`src/rtl/serial_loader_pkg.sv`:
```
// serial_loader_pkg: shared definitions for the serial loader slice.
// Holds the parser and receiver state encodings, the ASCII framing
// characters, and the combinational hex/echo helpers.
package serial_loader_pkg;

    // Frame parser states
    typedef enum logic [2:0] {
        ST_IDLE    = 3'd0,
        ST_ADDR    = 3'd1,
        ST_HASH    = 3'd2,
        ST_DATA_HI = 3'd3,
        ST_DATA_LO = 3'd4,
        ST_SEP     = 3'd5,
        ST_ERR     = 3'd6
    } state_t;

    // UART receiver states
    typedef enum logic [1:0] {
        RX_IDLE  = 2'd0,
        RX_START = 2'd1,
        RX_DATA  = 2'd2,
        RX_STOP  = 2'd3
    } rx_state_t;

    localparam logic [7:0] CH_DOLLAR = 8'h24;
    localparam logic [7:0] CH_HASH   = 8'h23;
    localparam logic [7:0] CH_SPACE  = 8'h20;
    localparam logic [7:0] CH_CR     = 8'h0D;
    localparam logic [7:0] CH_LF     = 8'h0A;

    typedef struct packed {
        logic       vld;
        logic [3:0] val;
    } hex_t;

    // ASCII hex digit to nibble; vld=0 for any non-hex character
    function automatic hex_t hex_decode(input logic [7:0] c);
        hex_t h;
        h.vld = 1'b0;
        h.val = 4'h0;
        if (c >= 8'h30 && c <= 8'h39) begin
            h.vld = 1'b1;
            h.val = 4'(c - 8'h30);
        end else if (c >= 8'h41 && c <= 8'h46) begin
            h.vld = 1'b1;
            h.val = 4'(c - 8'h37);
        end else if (c >= 8'h61 && c <= 8'h66) begin
            h.vld = 1'b1;
            h.val = 4'(c - 8'h57);
        end
        return h;
    endfunction

    // Lower-case hex letters 'a'-'f' become 'A'-'F'; everything else passes
    function automatic logic [7:0] hex_upcase(input logic [7:0] c);
        if (c >= 8'h61 && c <= 8'h66)
            return c - 8'h20;
        return c;
    endfunction

endpackage

```
`src/rtl/serial_rx.sv`:
```
// serial_rx: 8N1 UART receiver. Two-flop synchronizer, falling-edge start
// detection, mid-bit sampling, stop-bit check. Delivers one-cycle rx_stb
// with rx_byte on a good stop bit, or rx_ferr when the stop bit is low.
module serial_rx
    import serial_loader_pkg::*;
#(
    parameter int CLK_HZ = 24000000,
    parameter int BAUD   = 115200
) (
    input  logic       clk,
    input  logic       RESET_n,
    input  logic       RXpin,
    output logic [7:0] rx_byte,
    output logic       rx_stb,
    output logic       rx_ferr
);

    localparam int BIT_CLKS  = CLK_HZ / BAUD;
    localparam int HALF_CLKS = BIT_CLKS / 2;
    localparam int CNT_W     = $clog2(BIT_CLKS + 1);
    localparam logic [CNT_W-1:0] BIT_LAST  = CNT_W'(BIT_CLKS - 1);
    localparam logic [CNT_W-1:0] HALF_LAST = CNT_W'(HALF_CLKS - 1);

    logic             sync_p0;
    logic             sync_p1;
    logic             line_prev;
    rx_state_t        state;
    logic [CNT_W-1:0] cnt;
    logic [2:0]       bit_idx;
    logic [7:0]       shreg;

    // Synchronize the asynchronous line; idle-high preset avoids a false start
    always_ff @(posedge clk or negedge RESET_n) begin
        if (!RESET_n) begin
            sync_p0   <= 1'b1;
            sync_p1   <= 1'b1;
            line_prev <= 1'b1;
        end else begin
            sync_p0   <= RXpin;
            sync_p1   <= sync_p0;
            line_prev <= sync_p1;
        end
    end

    // Bit timing and deframing; returns to idle right after the stop sample
    always_ff @(posedge clk or negedge RESET_n) begin
        if (!RESET_n) begin
            state   <= RX_IDLE;
            cnt     <= '0;
            bit_idx <= '0;
            shreg   <= '0;
            rx_byte <= '0;
            rx_stb  <= 1'b0;
            rx_ferr <= 1'b0;
        end else begin
            rx_stb  <= 1'b0;
            rx_ferr <= 1'b0;
            case (state)
                RX_IDLE: begin
                    if (line_prev && !sync_p1) begin
                        state <= RX_START;
                        cnt   <= '0;
                    end
                end
                RX_START: begin
                    if (cnt == HALF_LAST) begin
                        cnt     <= '0;
                        bit_idx <= '0;
                        // A glitch that is high again at mid-bit is dropped silently
                        state   <= sync_p1 ? RX_IDLE : RX_DATA;
                    end else begin
                        cnt <= cnt + 1'b1;
                    end
                end
                RX_DATA: begin
                    if (cnt == BIT_LAST) begin
                        cnt   <= '0;
                        shreg <= {sync_p1, shreg[7:1]};
                        if (bit_idx == 3'd7)
                            state <= RX_STOP;
                        else
                            bit_idx <= bit_idx + 1'b1;
                    end else begin
                        cnt <= cnt + 1'b1;
                    end
                end
                RX_STOP: begin
                    if (cnt == BIT_LAST) begin
                        cnt   <= '0;
                        state <= RX_IDLE;
                        if (sync_p1) begin
                            rx_stb  <= 1'b1;
                            rx_byte <= shreg;
                        end else begin
                            rx_ferr <= 1'b1;
                        end
                    end else begin
                        cnt <= cnt + 1'b1;
                    end
                end
                default: state <= RX_IDLE;
            endcase
        end
    end

endmodule

```
`src/rtl/serial_loader.sv`:
```
// serial_loader: receives "$AAAA#hh hh ... hh<CR>" frames over UART and
// turns each hex byte into a RAM write at an auto-incrementing address.
// Optional build macro SERIAL_LOADER_ECHO_EN adds echo_byte/echo_stb, a
// one-cycle-delayed copy of every received byte with hex letters upper-cased.
module serial_loader
    import serial_loader_pkg::*;
#(
    parameter int CLK_HZ = 24000000,
    parameter int BAUD   = 115200,
    parameter int ADDR_W = 10
) (
    input  logic              clk,
    input  logic              RESET_n,
    input  logic              RXpin,
    output logic              wr_en,
    output logic [ADDR_W-1:0] wr_addr,
    output logic [7:0]        wr_data,
    output logic              frame_done,
    output logic              err,
    output logic              busy
`ifdef SERIAL_LOADER_ECHO_EN
    ,
    output logic [7:0]        echo_byte,
    output logic              echo_stb
`endif
);

    logic [7:0]        rx_byte;
    logic              rx_stb;
    logic              rx_ferr;
    hex_t              hx;
    state_t            state;
    logic [ADDR_W-1:0] addr_sr;
    logic [1:0]        dig_cnt;
    logic [3:0]        hi_nib;

    serial_rx #(
        .CLK_HZ (CLK_HZ),
        .BAUD   (BAUD)
    ) u_rx (
        .clk     (clk),
        .RESET_n (RESET_n),
        .RXpin   (RXpin),
        .rx_byte (rx_byte),
        .rx_stb  (rx_stb),
        .rx_ferr (rx_ferr)
    );

    assign hx   = hex_decode(rx_byte);
    assign busy = (state != ST_IDLE);

    // Frame parser, address counter and registered write/status strobes
    always_ff @(posedge clk or negedge RESET_n) begin
        if (!RESET_n) begin
            state      <= ST_IDLE;
            addr_sr    <= '0;
            dig_cnt    <= '0;
            hi_nib     <= '0;
            wr_en      <= 1'b0;
            wr_addr    <= '0;
            wr_data    <= '0;
            frame_done <= 1'b0;
            err        <= 1'b0;
        end else begin
            wr_en      <= 1'b0;
            frame_done <= 1'b0;
            err        <= 1'b0;
            // Address advances in the cycle after each write strobe
            if (wr_en)
                wr_addr <= wr_addr + 1'b1;

            if (rx_ferr) begin
                if (state == ST_IDLE) begin
                    err <= 1'b1;
                end else begin
                    state <= ST_ERR;
                    if (state != ST_ERR)
                        err <= 1'b1;
                end
            end else if (rx_stb && rx_byte != CH_LF) begin
                if (rx_byte == CH_DOLLAR) begin
                    // '$' always (re)starts a frame, no error reported
                    state   <= ST_ADDR;
                    addr_sr <= '0;
                    dig_cnt <= '0;
                end else begin
                    case (state)
                        ST_IDLE: begin
                        end
                        ST_ADDR: begin
                            if (hx.vld) begin
                                // Keeping only ADDR_W bits drops the upper digits
                                addr_sr <= ADDR_W'({addr_sr, hx.val});
                                dig_cnt <= dig_cnt + 1'b1;
                                if (dig_cnt == 2'd3)
                                    state <= ST_HASH;
                            end else begin
                                state <= ST_ERR;
                                err   <= 1'b1;
                            end
                        end
                        ST_HASH: begin
                            if (rx_byte == CH_HASH) begin
                                state   <= ST_DATA_HI;
                                wr_addr <= addr_sr;
                            end else begin
                                state <= ST_ERR;
                                err   <= 1'b1;
                            end
                        end
                        ST_DATA_HI: begin
                            if (hx.vld) begin
                                hi_nib <= hx.val;
                                state  <= ST_DATA_LO;
                            end else if (rx_byte == CH_CR) begin
                                state      <= ST_IDLE;
                                frame_done <= 1'b1;
                            end else begin
                                state <= ST_ERR;
                                err   <= 1'b1;
                            end
                        end
                        ST_DATA_LO: begin
                            if (hx.vld) begin
                                wr_en   <= 1'b1;
                                wr_data <= {hi_nib, hx.val};
                                state   <= ST_SEP;
                            end else begin
                                state <= ST_ERR;
                                err   <= 1'b1;
                            end
                        end
                        ST_SEP: begin
                            if (rx_byte == CH_SPACE) begin
                                state <= ST_DATA_HI;
                            end else if (rx_byte == CH_CR) begin
                                state      <= ST_IDLE;
                                frame_done <= 1'b1;
                            end else begin
                                state <= ST_ERR;
                                err   <= 1'b1;
                            end
                        end
                        ST_ERR: begin
                        end
                        default: state <= ST_IDLE;
                    endcase
                end
            end
        end
    end

`ifdef SERIAL_LOADER_ECHO_EN
    // Echo every delivered byte one cycle later, hex letters upper-cased
    always_ff @(posedge clk or negedge RESET_n) begin
        if (!RESET_n) begin
            echo_stb  <= 1'b0;
            echo_byte <= '0;
        end else begin
            echo_stb <= rx_stb;
            if (rx_stb)
                echo_byte <= hex_upcase(rx_byte);
        end
    end
`endif

endmodule

```
`config.mk`:
```
export PLATFORM = sky130hd
export DESIGN_NAME = serial_loader
export DESIGN_NICKNAME = d
export VERILOG_FILES = /design/src/rtl/serial_loader_pkg.sv /design/src/rtl/serial_rx.sv /design/src/rtl/serial_loader.sv
export SDC_FILE = /design/constraint.sdc
export NUM_CORES = 1
export LEC_CHECK = 0
export CAP_MARGIN = 10
export CORE_MARGIN = 2
export CORE_UTILIZATION = 65
export CTS_BUF_LIST = sky130_fd_sc_hd__clkbuf_16
export DETAILED_ROUTE_END_ITERATION = 10
export DONT_BUFFER_PORTS = 1
export PLACE_DENSITY = 0.81
export SLEW_MARGIN = 40
export SYNTH_ARGS = -nofsm -noshare
export SYNTH_HDL_FRONTEND = slang
export SYNTH_SLANG_ARGS = --single-unit
```
`constraint.sdc`:
```
create_clock -name clk -period 5.3 [get_ports clk]
set_clock_uncertainty 0.1 [all_clocks]
set_input_delay 1.06 -clock clk [delete_from_list [all_inputs] [get_ports clk]]
set_output_delay 1.06 -clock clk [all_outputs]
set_load 0.1 [all_outputs]
```
==> results by group <==
Run status
  • Status: completed

Layout
  • Final Non-Filler Cells: 405
  • Antenna diode count: 0
  • Final Cell Area: between 4000 and 5000 um2
  • Layout Area Growth over Synthesis: 9.11%
  • Layout cell share with drive strength beyond 1: 27.3%
  • Filler cells: approximately 360
  • Nets@finish: 341

Worst setup path
  • Worst Path Max Fanout: 11
  • Critical-path top delay cell: or3_2
  • Critical path required time: 4.14 ns
  • Crit path launch: state[0]
  • Slowest stage delay, CP: 0.79 ns
  • Critical R2R Launch: u_rx.rx_byte[1]
  • Path depth of the worst reg2reg path: 7
  • Delay-heaviest family, CP: simple AND/OR/NAND/NOR gates
  • Arrival time worst endpoint: 1.62 ns
  • CP cell instances: or3_2
  • Startpoint Class: register
  • Kind of critical path: reg -> out
  • Critical path buffer and inverter count: 0
  • Worst Setup End Kind: output pin
  • Instance count on the critical path: 1

Logic synthesis
  • Synth Area per Inst: 11.4 um2
  • Adder-Cell Fraction of Synth Area: 3.35%
  • Count of cell types in the netlist: 63
  • Area share of and/or/nand/nor cells after synthesis: 15.5%
  • Ys flop type: dfrtp_1
  • Sequential share of the synthesized area: 49.7%
  • Post-synthesis compound-gate area fraction: 15.7%
  • Post-synth EDFFs: 0
  • Post-synth ARST share: 100%
  • Multiplexer share of the synthesized area: under 10%
  • Leading area contributor after synthesis: dfrtp_1
  • Share of the synthesized area in the top cell type: 47.6%
  • Syn_nets: 340
  • Post-Synth XOR/XNOR Area: 3.05%
  • #FFs+latches synth: 74
  • Area of the mapped netlist: 3730 um2
  • Synth Instances: 327
  • Top post-synthesis cells by area: dfrtp_1 48%, mux2_2 8.7%, a22o_1 3.5%
  • Syn. warnings: 0
  • Largest family of logic cells by synthesized area: compound AO/OA/AOI/OAI gates

Floorplan
  • Chip height: 79.8 um
  • Full die area: between 6000 and 7000 um2
  • Core ar.: between 5000 and 6000 um2
  • IO Count: 25
  • Starting Density: 67.4%
  • FP Rows: 27
  • Die W: ~80 um

CTS
  • H-tree Lvls: 3
  • CTS tree: done
  • Num Clock Sinks: 74
  • Hold buffers post-CTS: 0
  • Clk_lat worst skew: 0.33 ns
  • Clock slew seen by the registers of the worst setup and hold paths: 0.06 ns
  • Clock tree buffer depth: 2
  • # Post-CTS Setup Buffers: 0
  • Post-CTS Resized: 0
  • Clock root buffer: clkbuf_16
  • Number of CTS-inserted buffers: 9

GRT
  • Largest net degree at the start of global routing: 75
  • Initial antenna violation count: 0
  • Overall overflow remaining after global route: 0
  • Total GRT Usage: approximately a quarter
  • Vias in the first global route: 2535
  • First-pass GRT wire length: roughly 12000 um

Flow run
  • Max_cap viols: 0

Timing
  • Setup TNS: 0 ns
  • Crit share post-route: 52.5%
  • Period minus WS final: 2.78 ns
  • Max-slew violations: 0
  • Final setup vio count: 0
  • FMAX: 360 MHz
  • Unrepaired setup endpoints after global routing: false
  • Worst-Margin Slew: roughly 0.88 ns
  • Slew headroom: 41.1%
  • Hold WS: 0.254 ns
  • Final Hold Fails: 0

Placement
  • Total placed cells including tap cells: between 300 and 400
  • GPL Wtd Cong: about 0.9
  • PortBufs: 0
  • DP Wirelength: 4850 um
  • Placed cell areas: 3780 um2

Pwr
  • Leakage: 0.00186 uW
  • P per Cell Area: 327 nW/um2
  • Tot Pwr: around 1300 uW
  • Clock share of power: between 40% and 50%
  • Sw power: 330 uW
  • Pint: about 1000 uW
  • Switching share of power: 24.8%
  • Combinational power share: approximately 8%
  • Peak VDD IR: approximately 0.33 mV
  • Sequential fraction of design power: 47.9%

Route
  • WL met3: 245 um
  • WL/cell: 17.6 um
  • Pre-antenna DRT Iters: 4
  • Antenna Nets Post-Route: 0
  • Routed wl met2: about 3600 um
  • Routed metal-1 wirelength: 3160 um
  • Detailed Route WL: a little over 7000 um
  • Detailed router's first-iteration violation count: between 100 and 150
  • Vias per cell: 6.33
  • # DRC: 0
  • Via count: about 2600
  • Highest routed layer: met4

Worst hold path
  • Hold Crit Class: reg -> reg
  • Min-delay src: u_rx.sync_p0
  • Hold-critical path depth: 0
## cell usage after synthesis (4+ instances only)
| cell type | count |
|---|---|
| a21o_1 | 4 |
| a21oi_1 | 18 |
| a22o_1 | 15 |
| a31oi_1 | 5 |
| and3_1 | 5 |
| buf_2 | 4 |
| dfrtp_1 | 71 |
| ha_1 | 10 |
| inv_1 | 14 |
| mux2_2 | 29 |
| nand2_1 | 19 |
| nand3_1 | 9 |
| nand4_1 | 5 |
| nor2_1 | 17 |
| nor3_1 | 4 |
| o21ai_0 | 16 |
| or3_1 | 4 |
| xnor2_1 | 7 |
| xor2_1 | 6 |
## cells by family (layout without fill, tap and decap cells)
logic type / Yosys count / count (layout)
AOI/OAI and AO/OA: 82 / 82
xor gates and xnor gates: 13 / 13
adders and majority gates: 10 / 10
buffers and inverters: 24 / 30
DFF: 74 / 74
muxes: 32 / 32
and+or+nand+nor: 92 / 92
## path summary, 6_finish.rpt
| kind | to | slack [ns] |
|---|---|---|
| setup / recovery | busy | 2.52 |
| hold / removal | u_rx.sync_p1 | 0.25 |
| setup reg to reg | wr_data[0] | 2.80 |
| hold reg to reg | u_rx.sync_p1 | 0.25 |
| max in group asynchronous | u_rx.sync_p1 | 4.57 |
| min in group asynchronous | state[1] | 0.32 |
## power by group through the flow
stage | Sequential (uW) | Combinational [uW] | Clock, uW
2_1_floorplan | 632 | 92.0 | 0
3_3_place_gp | 645 | 98.4 | 0
3_5_place_dp | 647 | 107 | 0
4_1_cts | 638 | 108 | 591
5_1_grt | 645 | 124 | 613
6_report | 639 | 108 | 586
## sequential cells by signal, summed over array words and instances, names as in the netlist, 4 cells and up, named ones only
signal / count
wr_data: 8
hi_nib: 4
u_rx.shreg: 8
addr_sr: 10
wr_addr: 10
u_rx.rx_byte: 8
u_rx.cnt: 8
## stage by stage
| step | setup slack, ns | util (%) |
|---|---|---|
| after global placement | 2.84 | 67.9 |
| after CTS | 2.53 | 73.4 |
| after detailed placement | 2.75 | 68.2 |
| final | 2.52 | 73.6 |
| after global routing | 2.48 | 73.6 |
| after floorplan | 2.80 | - |
## cell type report
class	count	area, um2	share of cell area, %
flip-flops and latches	74	1880	46.1
inverters	14	52.6	1.29
multi-input cells	229	1770	43.4
clock buffers	9	225	5.53
clock inverters	7	62.6	1.54
well taps	72	90.1	2.21
## metal layers
metal / track usage (%) / vias to the layer above
met5: 0 / -
met4: 10.0 / 0
met3: 5.43 / 12
met2: 40.8 / 53
met1: 31.7 / 1289
li1: - / 1209
## layout by cell type (no fill, tap or decap), types with 5 or more instances in the layout
master,count
mux2_2,29
ha_1,10
nand3_1,9
inv_1,16
dfrtp_2,18
a31oi_1,5
dfrtp_1,53
xnor2_1,7
o21ai_0,16
nand2_1,19
xor2_1,6
a21oi_1,18
clkbuf_16,9
nand4_1,5
a22o_1,15
nor2_1,17
and3_1,5
No activity file was read; power rests on OpenSTA's default activity.
